==> config.mk <==
export PLATFORM = sky130hd
export DESIGN_NAME = bldc_encoder_angle
export DESIGN_NICKNAME = d
export VERILOG_FILES = /design/src/rtl/bldc_encoder_angle_pkg.sv /design/src/rtl/bldc_encoder_angle_quad_input_filter.sv /design/src/rtl/bldc_encoder_angle.sv
export SDC_FILE = /design/constraint.sdc
export NUM_CORES = 1
export LEC_CHECK = 0
export CORE_UTILIZATION = 49
export DETAILED_ROUTE_END_ITERATION = 10
export PLACE_DENSITY = 0.74
export SYNTH_ARGS = -nofsm -noshare
export SYNTH_HDL_FRONTEND = slang
export SYNTH_SLANG_ARGS = --single-unit
==> constraint.sdc <==
create_clock -name clk -period 6.2 [get_ports clk]
set_clock_uncertainty 0.15 [all_clocks]
set_input_delay 0.62 -clock clk [delete_from_list [all_inputs] [get_ports clk]]
set_output_delay 0.62 -clock clk [all_outputs]
set_load 0.05 [all_outputs]
==> src/rtl/bldc_encoder_angle_pkg.sv <==
// Shared encodings for the quadrature front end: Gray state names, step codes and decode.
// Pure combinational helpers; no state lives here.
package bldc_pkg;

  typedef enum logic [1:0] {
    Q00 = 2'b00,
    Q01 = 2'b01,
    Q11 = 2'b11,
    Q10 = 2'b10
  } quad_state_t;

  typedef enum logic [1:0] {
    STEP_IDLE    = 2'd0,
    STEP_UP      = 2'd1,
    STEP_DOWN    = 2'd2,
    STEP_ILLEGAL = 2'd3
  } step_t;

  localparam logic [7:0] ERR_CNT_MAX = 8'd255;

  // Forward Gray order is 00->01->11->10->00; any double-bit change is illegal.
  function automatic step_t quad_decode(input logic [1:0] prev, input logic [1:0] cur);
    step_t s;
    s = STEP_IDLE;
    case ({prev, cur})
      {Q00, Q01}, {Q01, Q11}, {Q11, Q10}, {Q10, Q00}: s = STEP_UP;
      {Q01, Q00}, {Q11, Q01}, {Q10, Q11}, {Q00, Q10}: s = STEP_DOWN;
      {Q00, Q11}, {Q11, Q00}, {Q01, Q10}, {Q10, Q01}: s = STEP_ILLEGAL;
      default:                                        s = STEP_IDLE;
    endcase
    return s;
  endfunction

endpackage

==> src/rtl/bldc_encoder_angle_quad_input_filter.sv <==
// 2-FF synchroniser plus stability filter for one raw encoder pin.
// Output follows a change FILTER_LEN+1 edges after the pin is first sampled; no backpressure.
module quad_input_filter #(
  parameter int FILTER_LEN = 3
) (
  input  logic clk,
  input  logic rst,
  input  logic din_i,
  output logic dout_o
);

  localparam logic [3:0] CNT_LAST = 4'(FILTER_LEN - 1);

  logic       sync1_q, sync2_q;
  logic       filt_q, filt_d;
  logic [3:0] cnt_q, cnt_d;

  always_comb begin
    filt_d = filt_q;
    cnt_d  = '0;
    if (sync2_q != filt_q) begin
      if (cnt_q == CNT_LAST) begin
        filt_d = sync2_q;
      end else begin
        cnt_d = cnt_q + 4'd1;
      end
    end
  end

  always_ff @(posedge clk) begin
    if (rst) begin
      sync1_q <= 1'b0;
      sync2_q <= 1'b0;
      filt_q  <= 1'b0;
      cnt_q   <= '0;
    end else begin
      sync1_q <= din_i;
      sync2_q <= sync1_q;
      filt_q  <= filt_d;
      cnt_q   <= cnt_d;
    end
  end

  assign dout_o = filt_q;

endmodule

==> src/rtl/bldc_encoder_angle.sv <==
// Quadrature A/B/index to electrical angle, signed position and sticky fault status.
// Pin change to feedback/position takes FILTER_LEN+3 cycles; always accepts input, no backpressure.
module bldc_encoder_angle
  import bldc_pkg::*;
#(
  parameter int   COUNTS_PER_EREV = 1024,
  parameter int   FILTER_LEN      = 3,
  parameter logic INDEX_POLARITY  = 1'b1
) (
  input  logic        clk,
  input  logic        rst,
  input  logic        enable,
  input  logic        enc_a,
  input  logic        enc_b,
  input  logic        enc_index,
  input  logic        index_enable,
  input  logic        clear_error,
  output logic [15:0] feedback,
  output logic [31:0] position,
  output logic        direction,
  output logic        index_seen,
  output logic        error,
  output logic [7:0]  error_count
);

  localparam logic [16:0] CPE    = 17'(COUNTS_PER_EREV);
  localparam logic [15:0] CPE_M1 = 16'(COUNTS_PER_EREV - 1);

  logic a_filt, b_filt, idx_filt;

  quad_input_filter #(.FILTER_LEN(FILTER_LEN)) u_filt_a (
    .clk(clk), .rst(rst), .din_i(enc_a), .dout_o(a_filt)
  );
  quad_input_filter #(.FILTER_LEN(FILTER_LEN)) u_filt_b (
    .clk(clk), .rst(rst), .din_i(enc_b), .dout_o(b_filt)
  );
  quad_input_filter #(.FILTER_LEN(FILTER_LEN)) u_filt_idx (
    .clk(clk), .rst(rst), .din_i(enc_index), .dout_o(idx_filt)
  );

  logic [1:0]  ab_prev_q;
  logic        idx_prev_q;
  logic [15:0] fb_q, fb_d;
  logic [31:0] pos_q, pos_d;
  logic        dir_q, dir_d;
  logic        idx_seen_q, idx_seen_d;
  logic        err_q, err_d;
  logic [7:0]  err_cnt_q, err_cnt_d;

  step_t       step;
  logic        index_hit;
  logic [16:0] fb_next;
  logic [15:0] fb_wrapped;

  assign step      = quad_decode(ab_prev_q, {a_filt, b_filt});
  assign index_hit = enable && index_enable &&
                     (idx_filt == INDEX_POLARITY) && (idx_prev_q != INDEX_POLARITY);

  // Unwrapped angle in 17 bits: bit 16 set means we stepped below zero.
  always_comb begin
    fb_next = {1'b0, fb_q};
    case (step)
      STEP_UP:   fb_next = {1'b0, fb_q} + 17'd1;
      STEP_DOWN: fb_next = {1'b0, fb_q} - 17'd1;
      default:   fb_next = {1'b0, fb_q};
    endcase

    if (fb_next == CPE) begin
      fb_wrapped = '0;
    end else if (fb_next[16]) begin
      fb_wrapped = CPE_M1;
    end else begin
      fb_wrapped = fb_next[15:0];
    end
  end

  always_comb begin
    fb_d       = fb_q;
    pos_d      = pos_q;
    dir_d      = dir_q;
    idx_seen_d = idx_seen_q;
    err_d      = err_q;
    err_cnt_d  = err_cnt_q;

    if (enable) begin
      fb_d = fb_wrapped;
      case (step)
        STEP_UP: begin
          pos_d = pos_q + 32'd1;
          dir_d = 1'b1;
        end
        STEP_DOWN: begin
          pos_d = pos_q - 32'd1;
          dir_d = 1'b0;
        end
        default: ;
      endcase
    end

    if (index_hit) begin
      fb_d       = '0;
      idx_seen_d = 1'b1;
    end

    // A fault landing on the clearing edge is the first fault of the new window.
    if (step == STEP_ILLEGAL) begin
      err_d = 1'b1;
      if (clear_error) begin
        err_cnt_d = 8'd1;
      end else if (err_cnt_q != ERR_CNT_MAX) begin
        err_cnt_d = err_cnt_q + 8'd1;
      end
    end else if (clear_error) begin
      err_d     = 1'b0;
      err_cnt_d = '0;
    end
  end

  always_ff @(posedge clk) begin
    if (rst) begin
      ab_prev_q  <= 2'b00;
      idx_prev_q <= 1'b0;
      fb_q       <= '0;
      pos_q      <= '0;
      dir_q      <= 1'b0;
      idx_seen_q <= 1'b0;
      err_q      <= 1'b0;
      err_cnt_q  <= '0;
    end else begin
      ab_prev_q  <= {a_filt, b_filt};
      idx_prev_q <= idx_filt;
      fb_q       <= fb_d;
      pos_q      <= pos_d;
      dir_q      <= dir_d;
      idx_seen_q <= idx_seen_d;
      err_q      <= err_d;
      err_cnt_q  <= err_cnt_d;
    end
  end

  assign feedback    = fb_q;
  assign position    = pos_q;
  assign direction   = dir_q;
  assign index_seen  = idx_seen_q;
  assign error       = err_q;
  assign error_count = err_cnt_q;

endmodule

======== After elaboration in Yosys (flattened, before gate mapping) ========
Memory sizes are Yosys's and may differ from the RTL's.
Cells that the tools add are included.
word-level totals
  register bits after elaboration ......... 83
  memory bits (read-only) ................. 32
  memories kept ........................... 1
memories
  name             words  bits a word  rd ports  clocked after Yosys merged registers in  wr ports  line                          source
  (no name shown)  16     2            1         0                                        0         bldc_encoder_angle_pkg.sv:25  case ({prev, cur})
cells by class
  add/subtract/negate cells ............... 8
  equality and inequality tests ........... 11
  multiplexer cells ....................... 11
  bitwise gates (word level) .............. 4
  reductions and logical operators ........ 15
operator list
  cell                                                                   number
  32-bit one-hot mux with 2 select lines                                 1
  17-bit one-hot mux with 2 select lines                                 1
  32-bit by 1-bit adder with 32-bit output (second input constant)       1
  16-bit 2-to-1 mux                                                      2
  8-bit 2-to-1 mux                                                       4
  32-bit by 1-bit subtractor with 32-bit output (second input constant)  1
  16-bit by 1-bit adder with 17-bit output (second input constant)       1
  17-bit by 11-bit == test with 1-bit output (second input constant)     1
  16-bit by 1-bit subtractor with 17-bit output (second input constant)  1
  4-bit by 1-bit adder with 4-bit output (second input constant)         3
  4-bit by 2-bit == test with 1-bit output (second input constant)       3
  2-bit AND reduction                                                    5
  3-bit OR reduction                                                     3
  8-bit by 1-bit adder with 8-bit output (second input constant)         1
  8-bit != test (second input constant)                                  1
  2-bit nonzero test                                                     3
  2-bit == test (second input constant)                                  2
  1-bit inverter                                                         4
  1-bit logical AND                                                      3
  1-bit != test                                                          3
  2-bit by 1-bit == test with 1-bit output (second input constant)       1
  1-bit 2-to-1 mux                                                       2
  1-bit one-hot mux with 2 select lines                                  1
  2-bit OR reduction                                                     1

======== Longest topological paths before layout ========
Gate-level depths: netlist of run 1.
An unclocked memory read counts as a cell.
  word-level depth ........................ 5
  depth in mapped cells ................... 24

======== Modules after synthesis ========
Synthesis of run 1 repeated with hierarchy kept, for this count alone.
second synthesis, totals
  cells, all modules ...................... 887
  area total of the unflattened synthesis .. 6,630.1 µm²
by module, submodules not included
  module              times used  cells an instance  area each (µm²)
  bldc_encoder_angle  1           815                5,849.4
  quad_input_filter   3           24                 260.2

======== Worst setup path after synthesis of run 1 ========
Ideal clock, no wire load.
  kind .................................... reg-to-reg
  start ................................... reg u_filt_a.filt_q, in the netlist u_filt_a.dout_o
  end ..................................... reg fb_q[10], in the netlist feedback[10]
  setup time .............................. 0.125 ns
  arrival time ............................ 4.595 ns
  data required time ...................... 5.925 ns
  setup slack ............................. 1.330 ns
  cell stages (with the launch flop) ...... 24
  buffers on the path ..................... 9
  path through ............................ dfxtp_1 clkbuf_1 o21ai_0 o21ai_0 ha_1 buf_6 buf_8 buf_4 buf_2 buf_2 buf_2 buf_2 xor2_1 ha_1 a21boi_1 o22ai_1 nor4b_2 nor2_1 buf_6 or4_1 a41oi_1 a211o_1 nand3_1 o41a_1
on the way
  cells in the longest elaborated chain, start to end .. 5
  elaborated cells on any way between the ends .. 7
  classes of those cells .................. eq/ne (3); mux (3); memory (1)
RTL lines
  item                                                                             line                                                source
  start: declaration                                                               bldc_encoder_angle_quad_input_filter.sv:15          logic filt_q, filt_d;
  start signal: assignment                                                         bldc_encoder_angle_quad_input_filter.sv:39          filt_q <= filt_d;
  memory read 16 x 2 bit *                                                         --
  2-bit == test or 2-bit by 1-bit == test with 1-bit output (tied branches)        bldc_encoder_angle.sv:62                            case (step)
  17-bit one-hot mux with 2 select lines *                                         bldc_encoder_angle.sv:62
  17-bit by 11-bit == test with 1-bit output or 16-bit 2-to-1 mux (tied branches)  bldc_encoder_angle.sv:68, bldc_encoder_angle.sv:70
  16-bit 2-to-1 mux *                                                              bldc_encoder_angle.sv:68                            if (fb_next == CPE) begin
  end signal: assignment                                                           bldc_encoder_angle.sv:123                           fb_q <= '0;
  end signal: assignment                                                           bldc_encoder_angle.sv:132                           fb_q <= fb_d;
  end: declaration                                                                 bldc_encoder_angle.sv:43                            logic [15:0] fb_q, fb_d;
Every way passes the cells marked *; elsewhere a longest branch is shown, timed or not.
A chain may end at the register's enable or synchronous reset.

======== Worst setup path after layout of run 1 ========
  start ................................... reg u_filt_a.filt_q, in the netlist u_filt_a.dout_o
  end ..................................... reg pos_q[29], in the netlist position[29]
on the way
  cells in the longest elaborated chain, start to end .. 4
  elaborated cells on any way between the ends .. 6
  classes of those cells .................. eq/ne (2); mux (1); reduce/logical (2); memory (1)
RTL lines
  item                                                                       line                       source
  memory read 16 x 2 bit *                                                   --
  2-bit == test or 2-bit by 1-bit == test with 1-bit output (tied branches)  bldc_encoder_angle.sv:87   case (step)
  2-bit nonzero test (no line)                                               --
  2-bit AND reduction (no line)                                              --
  end signal: assignment                                                     bldc_encoder_angle.sv:133  pos_q <= pos_d;
  end: declaration                                                           bldc_encoder_angle.sv:44   logic [31:0] pos_q, pos_d;
Marked as above.

==> results of run 1 <==
-- worst register-to-register path, cell delays in order (launching register included) --
cell and delay [ns]:
dfxtp_1 0.48, o21ai_0 0.13, o21ai_0 0.32, ha_2 0.55, buf_4 0.44, nor3b_1 0.25, o21ai_1 0.13, a21oi_2 0.21
nor2_1 0.16, o31ai_4 0.33, a21oi_2 0.13, or4_1 0.52, a31oi_1 0.19, mux2_2 0.35
-- flip-flops by register name, indices dropped and copies added, names as in the netlist, 2 cells and up --
name	count
ab_prev_q	2
u_filt_idx.cnt_q	4
feedback	16
position	32
u_filt_a.cnt_q	4
u_filt_b.cnt_q	4
error_count	8
-- metal layers --
metal / global-route usage (%) / share of wire [%] / up-vias
met4: 10.0 / 2.2 / 0
met2: 39.9 / 45 / 231
met3: 4.94 / 6.0 / 36
li1: - / - / 3184
met1: 35.8 / 47 / 2970
met5: 0 / 0 / -
-- cell families (layout without fill, tap and decap cells) --
family | count (synthesis) | after routing | synth area share, %
flip-flops | 83 | 83 | 25.7
multiplexers | 13 | 13 | 2.07
buffers and inverters | 106 | 119 | 7.21
AND/OR/NAND/NOR | 348 | 348 | 28.2
XOR/XNOR | 55 | 55 | 7.44
AO/OA/AOI/OAI | 252 | 252 | 27.1
adder cells (fa/ha/maj) | 12 | 12 | 2.32
-- stage by stage --
step | util [%] | setup slack (ns)
after floorplan | - | 1.33
after global placement | 55.2 | 1.93
after detailed placement | 55.2 | 1.85
after CTS | 57.4 | 1.82
after global routing | 57.4 | 1.38
final | 57.4 | 1.76
-- layout by cell type, fill, tap and decap left out, types with 4 or more instances in the layout --
master           instances
ha_1                    11
and2_1                   7
nor2_1                 108
a211oi_1                10
o22ai_1                  5
clkbuf_16                9
o31ai_1                  6
buf_4                    9
a211o_1                  5
a21oi_1                 56
or3_1                   30
nand4_1                  8
o21ai_1                  6
nor2b_1                 21
and4b_1                  6
o21ai_0                 51
or4_1                    6
a32oi_1                  6
a31oi_1                 15
or2_2                    5
nand2b_1                11
a22oi_1                  9
nand2_1                 49
o41a_1                   4
nor3_1                  24
nor4_1                   8
xor2_1                  15
clkdlybuf4s50_1         65
inv_1                   25
mux2i_1                 10
o41ai_1                  4
nand3_1                 27
nor3b_1                 12
dfxtp_1                 83
a2bb2oi_1                6
xnor2_1                 40
o211ai_1                10
-- worst min-delay path by stage --
stage               slack, ns                     startpoint  depth (start not counted)                            end
global placement         0.27  u_filt_idx.sync1_q$_SDFF_PP0_                          1  u_filt_idx.sync2_q$_SDFF_PP0_
global route             0.31  u_filt_idx.sync1_q$_SDFF_PP0_                          1  u_filt_idx.sync2_q$_SDFF_PP0_
detailed placement       0.28  u_filt_idx.sync1_q$_SDFF_PP0_                          1  u_filt_idx.sync2_q$_SDFF_PP0_
CTS                      0.29  u_filt_idx.sync1_q$_SDFF_PP0_                          1  u_filt_idx.sync2_q$_SDFF_PP0_
finish                   0.29  u_filt_idx.sync1_q$_SDFF_PP0_                          1  u_filt_idx.sync2_q$_SDFF_PP0_
floorplan                0.26    u_filt_a.sync1_q$_SDFF_PP0_                          1    u_filt_a.sync2_q$_SDFF_PP0_
-- final cells by class --
| type | count | share of cell area, % |
|---|---|---|
| clock buffer | 9 | 3.07 |
| clock inverter | 7 | 0.802 |
| inverter | 28 | 1.43 |
| multi-input combinational | 680 | 59.3 |
| sequential | 83 | 22.6 |
| tap | 172 | 2.93 |
| timing repair buffer | 75 | 9.86 |
-- power by group through the flow --
stage | Sequential, mW | Clock, mW | Combinational, mW
final | 0.553 | 0.525 | 0.0705
after global routing | 0.554 | 0.561 | 0.0766
after CTS | 0.552 | 0.537 | 0.0704
after detailed placement | 0.564 | 0 | 0.0702
after global placement | 0.564 | 0 | 0.0696
after floorplan | 0.568 | 0 | 0.0439
==> flow_summary.json, run 1 <==
{
  "insertion_delay_ns": 0.36,
  "cts_tree": "done",
  "antenna_cells": 0,
  "cp.depth": 13,
  "initial_core_util_pct": 50.7,
  "end_kind": "register",
  "p_int_uw": 844,
  "path_class": "reg -> reg",
  "synthTopCellsByCount": "nor2_1, dfxtp_1, a21oi_1",
  "ant_nets": 0,
  "synth_edf_count": 0,
  "finalSetupViolCount": 0,
  "cts_resized": 0,
  "clk_path_buf_depth": 2,
  "drv_slew": 0,
  "via_per_inst": 6.09,
  "critical_path.slowest_cell": "ha_2",
  "synthArstFlopShare_pct": 0,
  "endpoint": "position[29]$_SDFFE_PP0P_",
  "p_total_mw": 1.15,
  "critPathMaxStageDelay_ns": 0.55,
  "dieHeight_microns": 117,
  "multi_input_area_sq_um": 4350,
  "arrival_ns": 4.54,
  "worst_pin_slew_ns": 0.730,
  "critical_path_required_ns": 6.30,
  "place_congestion": 0.926,
  "final_area_sq_um": 7340,
  "fin_crit_ns": 4.44,
  "dpl.cell_count": 1038,
  "row_count": 41,
  "cts_max_level": 3,
  "max_freq_ghz": 0.225,
  "reg2reg_setup_slack_ns": 1.76,
  "synthDistinctLibCells": 95,
  "worstPathCellList": "o21ai_0 > o21ai_0 > ha_2 > buf_4 > nor3b_1 > o21ai_1 > a21oi_2 > nor2_1 > o31ai_4 > a21oi_2 > or4_1 > a31oi_1 > mux2_2",
  "dieWidth_microns": 117,
  "dr.pass1.iters": 5,
  "reg2reg_depth": 13,
  "numCtsBuffers": 9,
  "grt_pass1_wl_mm": 28.1,
  "synth_cells": 869,
  "place_area_sq_um": 7050,
  "ff_latch_area_sq_um": 1660,
  "powerDensity_nw_per_um2": 156,
  "cts.reportedPaths.clkPinSlew_ns": 0.07,
  "startpoint": "u_filt_a.dout_o$_SDFFE_PP0P_",
  "p_clk_share_pct": 45.7,
  "dieArea_sq_um": 13700,
  "tns_ns": 0,
  "yosysWarnings": 0,
  "cts_hold_buf": 0,
  "antenna_found_initial": 0,
  "cap_viol_max_count": 0,
  "leakagePower_nw": 2.33,
  "grt_pass1_vias": 5741,
  "critPathMaxFanout": 39,
  "hp-class": "reg -> reg",
  "synth-seq-cells": 83,
  "pwr-share-comb_pct": 6.1,
  "final_nets": 897,
  "synth.largest_area_cell": "dfxtp_1",
  "cp_top_family": "compound AO/OA/AOI/OAI gates",
  "synth-seq-area-share_pct": 25.7,
  "grt-ovfl-total": 0,
  "grtUsageTotal_pct": 26.0,
  "synth_area_leaders": "dfxtp_1, nor2_1, xnor2_1",
  "slew_headroom_pct": 51.1,
  "seq_power_share_pct": 48.1,
  "cts_setup_buffers": 0,
  "holdWs_ns": 0.292,
  "detail_route.wl_per_cell_microns": 16.2,
  "drtIter0Drc": 648,
  "path_buf_inv": 1,
  "synth_top_area_share_pct": 25.7,
  "vias": 6421,
  "drive_gt1_share_pct": 6.80,
  "num_io_pins": 67,
  "peakVddDrop_uv": 99.6,
  "grt_start_max_net_pins": 61,
  "root_buffer": "clkbuf_16",
  "status": "finished clean",
  "avgSynthCellArea_sq_um": 7.45,
  "drc_errors": 0,
  "dp_hpwl_mm": 11.5,
  "cp-start-kind": "register",
  "fill_cells": 1184,
  "p_switching_uw": 304,
  "synth.most_common_cell": "nor2_1",
  "p_sw_share_pct": 26.5,
  "routed_wl_mm": 17.1,
  "cts_sinks": 83,
  "synth_ff_type": "dfxtp_1",
  "synth_nets": 889,
  "core_area_sq_um": 12800,
  "instances_no_fill": 1054,
  "rsz0062_at_grt": "no",
  "r2r-end": "position[29]$_SDFFE_PP0P_",
  "syn-cell-area_sq_um": 6470,
  "r2r_start": "u_filt_a.dout_o$_SDFFE_PP0P_",
  "fin_crit_sh_pct": 71.6,
  "port_buffers": 66,
  "hold_viol_final": 0,
  "area_delta_synth_final_pct": 13.3
}
No activity file was read; power rests on OpenSTA's default activity.
==> run 2, diff against run 1 <==
==> constraint.sdc (replaced) <==
create_clock -name clk -period 4.46 [get_ports clk]
set_clock_uncertainty 0.15 [all_clocks]
set_input_delay 0.446 -clock clk [delete_from_list [all_inputs] [get_ports clk]]
set_output_delay 0.446 -clock clk [all_outputs]
set_load 0.05 [all_outputs]
==> flow_summary.json, run 2 (synthesized netlist as in run 1, its figures left out) <==
{
  "critical_path_required_ns": 4.55,
  "fill_cells": 1180,
  "hold_path_end": "u_filt_a.sync2_q$_SDFF_PP0_",
  "max_freq_ghz": 0.247,
  "root_buffer": "clkbuf_16",
  "end_kind": "register",
  "antenna_cells": 0,
  "hp-start": "u_filt_a.sync1_q$_SDFF_PP0_",
  "p_clk_share_pct": 45.7,
  "multi_input_area_sq_um": 4350,
  "instances_no_fill": 1064,
  "initial_core_util_pct": 50.7,
  "area_delta_synth_final_pct": 14.6,
  "p_int_mw": 1.18,
  "via_per_inst": 6.13,
  "status": "finished clean",
  "cts_max_level": 3,
  "drc_errors": 0,
  "final_common_cell": "nor2_1",
  "path_class": "reg -> reg",
  "seq_power_share_pct": 48.1,
  "grt_pass1_vias": 5759,
  "drv_slew": 0,
  "grt_start_max_net_pins": 41,
  "dieWidth_microns": 117,
  "clk_path_buf_depth": 2,
  "worst_pin_slew_ns": 0.740,
  "largest_reg_flops": 32,
  "core_area_sq_um": 12800,
  "num_io_pins": 67,
  "grtUsageTotal_pct": 27.1,
  "p_sw_share_pct": 26.0,
  "reg2reg_depth": 14,
  "r2r_start": "u_filt_a.dout_o$_SDFFE_PP0P_",
  "fin_crit_ns": 4.06,
  "finalSetupViolCount": 0,
  "r2r-end": "feedback[10]$_SDFFE_PP0P_",
  "dpl.cell_count": 1048,
  "cts.reportedPaths.clkPinSlew_ns": 0.06,
  "cts_setup_buffers": 0,
  "cap_viol_max_count": 0,
  "critPathMaxFanout": 13,
  "dp_hpwl_mm": 12.3,
  "row_count": 41,
  "dieArea_sq_um": 13700,
  "p_switching_uw": 416,
  "leakagePower_nw": 2.38,
  "cts_hold_buf": 0,
  "antenna_found_initial": 0,
  "numCtsBuffers": 9,
  "drive_gt1_share_pct": 7.96,
  "hold_depth": 1,
  "port_buffers": 66,
  "cp-start-kind": "register",
  "hold_viol_final": 0,
  "insertion_delay_ns": 0.36,
  "ant_nets": 0,
  "final_cell_mix": "nor2_1, dfxtp_1, clkdlybuf4s50_1, a21oi_1, o21ai_0",
  "drtIter0Drc": 578,
  "routed_wl_mm": 17.8,
  "slew_headroom_pct": 50.5,
  "cts_tree": "done",
  "reg2reg_setup_slack_ns": 0.40,
  "hp-class": "reg -> reg",
  "powerDensity_nw_per_um2": 216,
  "cts_sinks": 83,
  "vias": 6518,
  "peakVddDrop_uv": 199,
  "pwr-share-comb_pct": 6.2,
  "arrival_ns": 4.15,
  "dieHeight_microns": 117,
  "rsz0062_at_grt": "no",
  "detail_route.wl_per_cell_microns": 16.7,
  "fin_crit_sh_pct": 90.9,
  "ff_latch_area_sq_um": 1660,
  "cts_resized": 0,
  "dr.pass1.iters": 6,
  "grt-ovfl-total": 0,
  "grt_pass1_wl_mm": 29.1,
  "final_nets": 907,
  "place_congestion": 0.945,
  "tns_ns": 0
}
run 2: area by class of cell:
class / count / share of cell area, %
clock inverter: 6 / 0.641
inverter: 28 / 1.42
tap: 172 / 2.90
multi-input combinational: 680 / 58.7
clock buffer: 10 / 3.22
sequential: 83 / 22.4
timing repair buffer: 85 / 10.8
run 2: worst max-delay path, cell delays in order (launching register included):
cell	delay (ns)
dfxtp_1	0.48
o21ai_0	0.14
o21ai_1	0.26
ha_2	0.26
xor2_1	0.08
ha_2	0.19
or3_1	0.30
a21oi_1	0.26
nor4b_2	0.10
nor2_1	0.58
nor4b_1	0.34
o41a_1	0.19
a211o_1	0.10
nand3_1	0.09
o41a_1	0.40
run 2: routing by layer:
layer,wire [microns],up-vias,global-route usage [%]
li1,-,3194,-
met1,8510,3020,38.2
met2,7640,280,42.1
met3,1330,24,4.63
met4,270,0,8.61
met5,0,-,0
run 2: worst max-delay path by stage:
stage	start	end	slack [ns]	depth (start not counted)
2_1_floorplan	u_filt_a.dout_o$_SDFFE_PP0P_	feedback[10]$_SDFFE_PP0P_	0.004	24
3_3_place_gp	u_filt_a.dout_o$_SDFFE_PP0P_	feedback[10]$_SDFFE_PP0P_	0.59	15
3_5_place_dp	u_filt_a.dout_o$_SDFFE_PP0P_	position[24]$_SDFFE_PP0P_	0.49	15
4_1_cts	u_filt_a.dout_o$_SDFFE_PP0P_	position[24]$_SDFFE_PP0P_	0.47	15
5_1_grt	u_filt_a.dout_o$_SDFFE_PP0P_	position[24]$_SDFFE_PP0P_	0.07	15
6_report	u_filt_a.dout_o$_SDFFE_PP0P_	feedback[10]$_SDFFE_PP0P_	0.40	14
run 2: power groups by stage:
stage	Sequential [mW]	Clock [mW]	Combinational, mW
after floorplan	0.790	0	0.0611
after global placement	0.785	0	0.0974
after detailed placement	0.785	0	0.0983
after CTS	0.768	0.749	0.0989
after global routing	0.770	0.780	0.107
final	0.769	0.732	0.0995
run 2: metrics by stage:
stage	total power [mW]	area [sq um]	util [%]	hold slack (ns)	worst slack [ns]
floorplan	0.851	6500	-	0.264	0.00396
global placement	0.883	7130	55.8	0.270	0.594
finish	1.60	7420	58.1	0.293	0.404
detailed placement	0.883	7130	55.8	0.273	0.489
CTS	1.62	7420	58.1	0.297	0.471
global route	1.66	7420	58.1	0.307	0.0719
==> run 3, diff against run 2 <==
--- a/config.mk
+++ b/config.mk
@@ -5,6 +5,7 @@
 export SDC_FILE = /design/constraint.sdc
 export NUM_CORES = 1
 export LEC_CHECK = 0
+export ABC_AREA = 1
 export CORE_UTILIZATION = 49
 export DETAILED_ROUTE_END_ITERATION = 10
 export PLACE_DENSITY = 0.74
==> constraint.sdc (replaced) <==
create_clock -name clk -period 4.45 [get_ports clk]
set_clock_uncertainty 0.15 [all_clocks]
set_input_delay 0.445 -clock clk [delete_from_list [all_inputs] [get_ports clk]]
set_output_delay 0.445 -clock clk [all_outputs]
set_load 0.05 [all_outputs]
==> flow_summary.json, run 3 <==
{
  "drive_gt1_share_pct": 4.99,
  "startpoint": "u_filt_a.dout_o$_SDFFE_PP0P_",
  "hp-start": "u_filt_a.sync1_q$_SDFF_PP0_",
  "row_count": 41,
  "drc_errors": 0,
  "ff_latch_area_sq_um": 1660,
  "vias": 6836,
  "dr.pass1.iters": 7,
  "cts_resized": 0,
  "cp-start-kind": "register",
  "ant_nets": 0,
  "dieHeight_microns": 116,
  "fill_cells": 1323,
  "dieWidth_microns": 116,
  "critPathMaxFanout": 45,
  "max_freq_ghz": 0.271,
  "worst_pin_slew_ns": 1.02,
  "cts_max_level": 3,
  "place_congestion": 0.937,
  "syn-cell-area_sq_um": 6420,
  "path_class": "reg -> reg",
  "p_sw_share_pct": 25.7,
  "cts_hold_buf": 0,
  "synthTopCellsByCount": "nand2_1, inv_1, nor2_1",
  "grt_start_max_net_pins": 47,
  "hp-class": "reg -> reg",
  "pwr-share-comb_pct": 7.2,
  "initial_core_util_pct": 50.5,
  "grt_pass1_wl_mm": 28.4,
  "finalSetupViolCount": 0,
  "final_nets": 1178,
  "antenna_found_initial": 0,
  "leakagePower_nw": 3.41,
  "grt_pass1_vias": 5985,
  "fin_crit_ns": 3.69,
  "powerDensity_nw_per_um2": 214,
  "insertion_delay_ns": 0.35,
  "slew_headroom_pct": 31.6,
  "synth_edf_count": 0,
  "dpl.cell_count": 1319,
  "p_switching_uw": 410,
  "core_area_sq_um": 12700,
  "cts.reportedPaths.clkPinSlew_ns": 0.07,
  "critical_path_required_ns": 4.55,
  "fin_crit_sh_pct": 83.0,
  "final_cell_mix": "nand2_1, inv_1, nor2_1, a21oi_1, dfxtp_1",
  "rsz0062_at_grt": "no",
  "avgSynthCellArea_sq_um": 5.81,
  "largest_reg_flops": 32,
  "dp_hpwl_mm": 12.6,
  "p_total_mw": 1.59,
  "hold_viol_final": 0,
  "synth_nets": 1125,
  "multi_input_area_sq_um": 3930,
  "numCtsBuffers": 9,
  "synth_cells": 1105,
  "synth-seq-area-share_pct": 25.9,
  "drv_slew": 0,
  "yosysWarnings": 0,
  "synth.most_common_cell": "nand2_1",
  "final_common_cell": "nand2_1",
  "instances_no_fill": 1334,
  "grt-ovfl-total": 0,
  "root_buffer": "clkbuf_16",
  "via_per_inst": 5.12,
  "arrival_ns": 3.80,
  "clk_path_buf_depth": 2,
  "cts_sinks": 83,
  "antenna_cells": 0,
  "synth_area_leaders": "dfxtp_1, nand2_1, inv_1",
  "synthDistinctLibCells": 47,
  "tns_ns": 0,
  "grtUsageTotal_pct": 26.5,
  "port_buffers": 66,
  "synth_ff_type": "dfxtp_1",
  "r2r_start": "u_filt_a.dout_o$_SDFFE_PP0P_",
  "dieArea_sq_um": 13600,
  "synth.largest_area_cell": "dfxtp_1",
  "p_int_mw": 1.18,
  "synth_top_area_share_pct": 25.9,
  "num_io_pins": 67,
  "routed_wl_mm": 17.1,
  "drtIter0Drc": 521,
  "cts_setup_buffers": 0,
  "synthArstFlopShare_pct": 0,
  "synth-seq-cells": 83,
  "status": "finished clean",
  "cts_tree": "done",
  "peakVddDrop_uv": 264,
  "cap_viol_max_count": 0,
  "seq_power_share_pct": 47.6,
  "area_delta_synth_final_pct": 16.0,
  "p_clk_share_pct": 45.2,
  "end_kind": "register",
  "detail_route.wl_per_cell_microns": 12.8
}
-- run 3: cell types whose count changed after synthesis, sizes merged, moves of 30 or more --
cell    delta
nor2      +35
nand3     +42
inv      +144
nand2    +276
a21oi     +46
clkbuf    -31
or3       -30
-- run 3: worst paths after layout --
check                                endpoint  slack, ns  depth (start not counted)
setup / recovery    position[30]$_SDFFE_PP0P_       0.76                         17
hold / removal    u_filt_a.sync2_q$_SDFF_PP0_       0.25                          2
setup reg to reg    position[30]$_SDFFE_PP0P_       0.76                         17
hold reg to reg   u_filt_a.sync2_q$_SDFF_PP0_       0.25                          2
-- run 3: layout make-up --
type,instances,share of cell area [%]
clock buffer,11,3.26
inverter,171,8.62
tap,172,2.89
sequential,83,22.3
clock inverter,4,0.454
multi-input combinational,819,52.8
timing repair buffer,74,9.68
-- run 3: worst max-delay path, stage by stage, from the launching register on --
cell,delay [ns]
dfxtp_1,0.40
nor2_1,0.07
inv_1,0.07
a21oi_1,0.06
a21oi_1,0.23
ha_2,0.26
buf_4,0.42
buf_4,0.41
xor2_1,0.38
nand2_1,0.14
nor2_1,0.16
and3_1,0.18
nand3_1,0.08
nand3_1,0.17
a21oi_1,0.10
xor2_1,0.15
o21ai_1,0.12
inv_1,0.05
-- run 3: kinds of logic after synthesis --
logic type | count (synthesis) | share of synthesized area (%)
compound gates | 202 | 16.8
xor+xnor | 35 | 5.01
fa+ha+maj | 12 | 2.34
buf+inv | 203 | 12.9
flops | 83 | 25.9
simple gates | 570 | 37.0
-- run 3: metrics by stage --
stage / hold WS [ns] / util (%) / instance area (sq um) / setup WS [ns]
floorplan: 0.238 / - / 6420 / 1.36
global placement: 0.239 / 56.4 / 7170 / 0.908
detailed placement: 0.245 / 56.4 / 7170 / 0.817
CTS: 0.254 / 58.5 / 7450 / 0.796
global route: 0.267 / 58.5 / 7450 / 0.401
finish: 0.251 / 58.5 / 7450 / 0.756
-- run 3: power by group through the flow --
| stage | sequential [mW] | combinational (mW) | clock [mW] |
|---|---|---|---|
| floorplan | 0.790 | 0.0652 | 0 |
| global placement | 0.776 | 0.114 | 0 |
| detailed placement | 0.776 | 0.115 | 0 |
| CTS | 0.759 | 0.115 | 0.742 |
| global route | 0.760 | 0.128 | 0.769 |
| finish | 0.759 | 0.115 | 0.720 |
-- run 3: metal layers --
layer | wire length [microns] | track usage (%)
met2 | 7550 | 42.4
met4 | 276 | 8.63
met3 | 1130 | 5.97
met5 | 0 | 0
met1 | 8170 | 35.4
